### src/rtl/mux_nto1_reg_pkg.sv
// Shared constants and helpers for the registered N-to-1 multiplexer.
package mux_nto1_reg_pkg;

   localparam int MUX_MODE_SEL = 0;
   localparam int MUX_MODE_RR  = 1;

   // Width needed to index n channels (at least 1).
   function automatic int clog2_f(input int n);
      int w;
      w = 0;
      while ((1 << w) < n) w++;
      return (w == 0) ? 1 : w;
   endfunction

endpackage

### src/rtl/mux_nto1_reg_rr_arbiter.sv
// Round-robin arbiter: grants the first requesting channel after ptr, wrapping at NCH.
module rr_arbiter
   import mux_nto1_reg_pkg::*;
#(
   parameter int NCH  = 4,
   parameter int SELW = 2
) (
   input  logic [NCH-1:0]  req,
   input  logic [SELW-1:0] ptr,
   output logic [NCH-1:0]  gnt,
   output logic [SELW-1:0] gnt_idx,
   output logic            any
);

   int c;

   // Scan from lowest to highest priority so the nearest requester after ptr wins.
   always_comb begin
      gnt_idx = '0;
      any     = 1'b0;
      c       = 0;
      for (int k = NCH; k >= 1; k--) begin
         c = int'(ptr) + k;
         if (c >= NCH) c = c - NCH;
         if (c < NCH && req[c]) begin
            gnt_idx = SELW'(c);
            any     = 1'b1;
         end
      end
   end

   always_comb begin
      gnt = '0;
      for (int i = 0; i < NCH; i++) begin
         if (any && int'(gnt_idx) == i) gnt[i] = 1'b1;
      end
   end

endmodule

### src/rtl/mux_nto1_reg.sv
// Registered N-to-1 multiplexer with per-channel valid/ready, external-select or round-robin.
module mux_nto1_reg
   import mux_nto1_reg_pkg::*;
#(
   parameter int DWIDTH = 32,
   parameter int NCH    = 4,
   parameter int SELW   = 2,
   parameter int MODE   = 0
) (
   input  logic                  clk,
   input  logic                  rst,
   input  logic [NCH*DWIDTH-1:0] in_data,
   input  logic [NCH-1:0]        in_valid,
   output logic [NCH-1:0]        in_ready,
   input  logic [SELW-1:0]       sel,
   output logic [DWIDTH-1:0]     out_data,
   output logic                  out_valid,
   output logic [SELW-1:0]       out_chan,
   input  logic                  out_ready
);

   if (NCH < 2 || SELW < clog2_f(NCH)) begin : g_bad_params
      $error("mux_nto1_reg: need NCH >= 2 and SELW >= clog2(NCH)");
   end

   logic [SELW-1:0]   rr_ptr;
   logic [NCH-1:0]    grant;
   logic [SELW-1:0]   grant_idx;
   logic              grant_any;
   logic              load_ok;
   logic              accept;
   logic [DWIDTH-1:0] grant_data;

   if (MODE == MUX_MODE_RR) begin : g_rr
      logic unused_sel;
      assign unused_sel = ^sel;

      rr_arbiter #(.NCH(NCH), .SELW(SELW)) u_arb (
         .req     (in_valid),
         .ptr     (rr_ptr),
         .gnt     (grant),
         .gnt_idx (grant_idx),
         .any     (grant_any)
      );
   end else begin : g_sel
      logic unused_ptr;
      assign unused_ptr = ^rr_ptr;

      // Out-of-range selects simply never match a channel, so no grant is issued.
      always_comb begin
         grant     = '0;
         grant_idx = sel;
         grant_any = 1'b0;
         for (int i = 0; i < NCH; i++) begin
            if (int'(sel) == i && in_valid[i]) begin
               grant[i]  = 1'b1;
               grant_any = 1'b1;
            end
         end
      end
   end

   // Handshake: a word moves on an edge where valid and ready are both high on that side.
   // The output register can take a new word when empty or when its current word is
   // leaving in the same cycle, which is what keeps one word per cycle with no bubble.
   assign load_ok  = ~out_valid | out_ready;
   assign in_ready = load_ok ? grant : '0;
   assign accept   = load_ok & grant_any;

   always_comb begin
      grant_data = '0;
      for (int i = 0; i < NCH; i++) begin
         if (grant[i]) grant_data = in_data[i*DWIDTH +: DWIDTH];
      end
   end

   always_ff @(posedge clk or posedge rst) begin
      if (rst) begin
         out_valid <= 1'b0;
         out_data  <= '0;
         out_chan  <= '0;
         rr_ptr    <= SELW'(NCH - 1);
      end else begin
         if (accept) begin
            out_valid <= 1'b1;
            out_data  <= grant_data;
            out_chan  <= grant_idx;
            rr_ptr    <= grant_idx;
         end else if (out_ready) begin
            out_valid <= 1'b0;
         end
      end
   end

endmodule

### config.mk
export PLATFORM = sky130hd
export DESIGN_NAME = mux_nto1_reg
export DESIGN_NICKNAME = d
export VERILOG_FILES = /design/src/rtl/mux_nto1_reg_pkg.sv /design/src/rtl/mux_nto1_reg_rr_arbiter.sv /design/src/rtl/mux_nto1_reg.sv
export SDC_FILE = /design/constraint.sdc
export NUM_CORES = 1
export LEC_CHECK = 0
export ABC_AREA = 0
export BUFFER_PORTS_ARGS = -buffer_cell sky130_fd_sc_hd__buf_4
export CAP_MARGIN = 30
export CORE_MARGIN = 2
export CORE_UTILIZATION = 34
export CTS_CLUSTER_SIZE = 8
export DETAILED_ROUTE_END_ITERATION = 10
export PLACE_DENSITY = 0.67
export SKIP_CTS_REPAIR_TIMING = 1
export SYNTH_ARGS = -nofsm -noshare
export SYNTH_HDL_FRONTEND = slang
export SYNTH_SLANG_ARGS = --single-unit
### constraint.sdc
create_clock -name clk -period 2.38 [get_ports clk]
set_clock_uncertainty 0.05 [all_clocks]
set_input_delay 0.238 -clock clk [delete_from_list [all_inputs] [get_ports clk]]
set_output_delay 0.238 -clock clk [all_outputs]
set_load 0.03 [all_outputs]
==> impl_metrics.csv <==
group,metric,value,unit
die,initial_core_util,35.14,%
clock_network,htreeDepth,2,
logic_synthesis,yosys_warnings,0,
logic_synthesis,avgSynthCellArea,8.538,um^2
global_routing,grt_max_degree,36,
timing,finalMaxSlewViolations,0,
die,rows,32,
job,cap_violations,0,
drt,vias_per_cell,5.258,
logic_synthesis,synth_area,2715,um^2
drt,ant_nets,0,
global_routing,grt_pass1_vias,3061,
logic_synthesis,syn_inst,318,
placed_design,dp_hpwl,7196,um
placed_design,pre_cts_slack,0.5916,ns
critical_path,cp_max_fo,33,
cells_and_area,fin_util,53.08,%
die,dieArea,8716,um^2
cells_and_area,diodes,0,
status,status,"finished clean",
clock_network,numCtsBuffers,5,
power_and_ir_drop,peakVddDrop,0.2317,mV
placed_design,place_congestion,0.8916,
timing,setup_slack,0.7208,ns
critical_path,worstPathRequired,2.50,ns
critical_path,worst-setup-path-type,"flop to flop",
placed_design,port_buffers,175,
clock_network,cts_root_buf,"clkbuf_8",
die,pin_count,176,
logic_synthesis,synth_area_leaders,"dfrtp_1 (32%), nand3_1 (18%), mux2_4 (17%)",
placed_design,postPlaceCellArea,4029,um^2
timing,post-route-min-period,1.659,ns
critical_path,reg2reg_from,"out_valid",
critical_path,crit_arrival,1.78,ns
critical_path,cp-start-kind,"flop",
timing,period_share,69.71,%
power_and_ir_drop,power.leakage,2.111,nW
global_routing,antenna_found_initial,0,
logic_synthesis,yosysTopAreaCellShare,32.26,%
timing,relSlewSlack,53.99,%
power_and_ir_drop,power_per_cell_area,559.0,nW/um^2
drt,dr.pass1.iters,4,
die,die_h,93.36,um
critical_path,regToRegEndpoint,"out_data[24]",
cells_and_area,nNetsFinal,610,
logic_synthesis,syn_nets,455,
min_path,worstHoldPathType,"input port to asynchronous set/reset pin",
timing,finalSetupTns,0,ns
drt,drcViolationCount,0,
logic_synthesis,synth_top_area_cell,"dfrtp_1",
cells_and_area,stdcell_count,574,
timing,tightestPinTransition,0.6894,ns
cells_and_area,stdcell_area,4101,um^2
timing,finalHoldViolCount,0,
cells_and_area,drive_gt1_share,47.46,%
global_routing,overflow,0,
drt,wl_per_cell,16.95,um
global_routing,grt_pass1_wl,14990,um
clock_network,cts.sinks,35,
critical_path,reg2reg_slack,0.72,ns
die,core,7727,um^2
placed_design,dp.cells,568,
timing,rsz0062_at_grt,"no",
clock_network,cts_tree,"yes",
critical_path,reg2reg_depth,5,
clock_network,clk_latency,0.28,ns
die,die_w,93.36,um
global_routing,grt.total_usage,21.91,%
drt,vias,3018,
drt,drt_wl_total,9727,um
clock_network,clk_pin_slew,0.07,ns
critical_path,cp-end-kind,"flop",
drt,drtIter0Drc,153,
cells_and_area,area_delta_synth_final,51.06,%
timing,max_freq,602.7,MHz
logic_synthesis,synth_seq_cells,35,
timing,setup_viol,0,
logic_synthesis,seq_area_frac_synth,32.26,%
logic_synthesis,netlist-cell-type-count,21,
clock_network,clk_path_buf_depth,2,
[synthesized netlist by cell type]
library cell   n
o21ai_0        1
dfrtp_1       35
a2bb2oi_4      1
buf_1          3
buf_6          1
o2bb2ai_1      1
nor2b_1        2
nand2b_1       3
mux2_4        30
mux2_2         3
nor2_1         3
nand3_1       96
buf_2         11
buf_12         3
nor3_1         2
nor3b_1        1
clkbuf_1      16
inv_1          1
o22a_1        32
nand2_1       72
mux2i_4        1
[stage by stage]
step                      power (W)  hold slack [ns]
final                      0.002293          0.01274
after global routing       0.002405          0.05671
after CTS                  0.002314          0.02646
after detailed placement   0.001908           0.3357
after global placement     0.001893           0.3297
after floorplan            0.001448           0.3423
[power by group]
| group | switching [W] | internal, W | total [W] |
|---|---|---|---|
| combinational | 0.000559 | 0.000538 | 0.00110 |
| sequential | 0.0000817 | 0.000716 | 0.000798 |
| clock | 0.000203 | 0.000195 | 0.000398 |
| total | 0.000843 | 0.00145 | 0.00229 |
[worst max path at each step]
stage	start	to	slack, ns	cells past startpoint
after detailed placement	sel[0]	out_data[0]	0.59	6
after global routing	out_valid	out_data[31]	0.62	5
after floorplan	in_valid[1]	in_ready[1]	0.56	3
after CTS	out_valid	out_data[31]	0.71	5
final	out_valid	out_data[24]	0.72	5
after global placement	in_valid[3]	out_chan[1]	0.68	5
[worst max-delay path, stage by stage, from the launching register on]
cell	delay [ns]
dfrtp_1	0.36
nor2b_1	0.22
nor2_1	0.11
a2bb2oi_4	0.15
buf_12	0.26
mux2_2	0.37
[flip-flops by register name (all words and copies together) (netlist names)]
| signal | count |
|---|---|
| out_data | 32 |
| out_chan | 2 |
| out_valid | 1 |
[per-layer routing]
metal	wire length [um]	vias to the layer above	track usage [%]
met4	211	0	8.701
met5	0	-	0
met2	4872	144	36.99
li1	-	1434	-
met1	3958	1424	27.73
met3	685	16	3.868
[area by class of cell]
type                            instances  area, um^2
Fill cell                             733        3626
Multi-Input combinational cell        248        1643
Timing Repair Buffer                  182        1379
Sequential cell                        35       875.8
Tap cell                              102       127.6
Clock buffer                            6       72.57
Inverter                                1       3.754
[kinds of logic (layout without fill, tap and decap cells)]
group,count (synthesis),count (layout),synth area share (%)
AO/OA/AOI/OAI,35,35,11.80
buffers and inverters,35,189,7.419
flip-flops,35,35,32.26
multiplexers,34,34,18.66
AND/OR/NAND/NOR,179,179,29.86
[placed cells by master (no fill, tap or decap)]
master     instances
o21ai_0            1
o22a_1            32
a2bb2oi_4          1
nor3b_1            1
nand3_1           96
mux2_4            30
nand2b_1           3
inv_1              1
dfrtp_1           35
nand2_1           72
nor3_1             2
nor2_1             2
mux2_2             3
nor2b_1            1
buf_4            181
o2bb2ai_1          1
nor2b_2            1
buf_12             1
nor2_2             1
mux2i_4            1
clkbuf_1           1
clkbuf_8           5
Note: power is estimated with default switching activity, not from simulation.
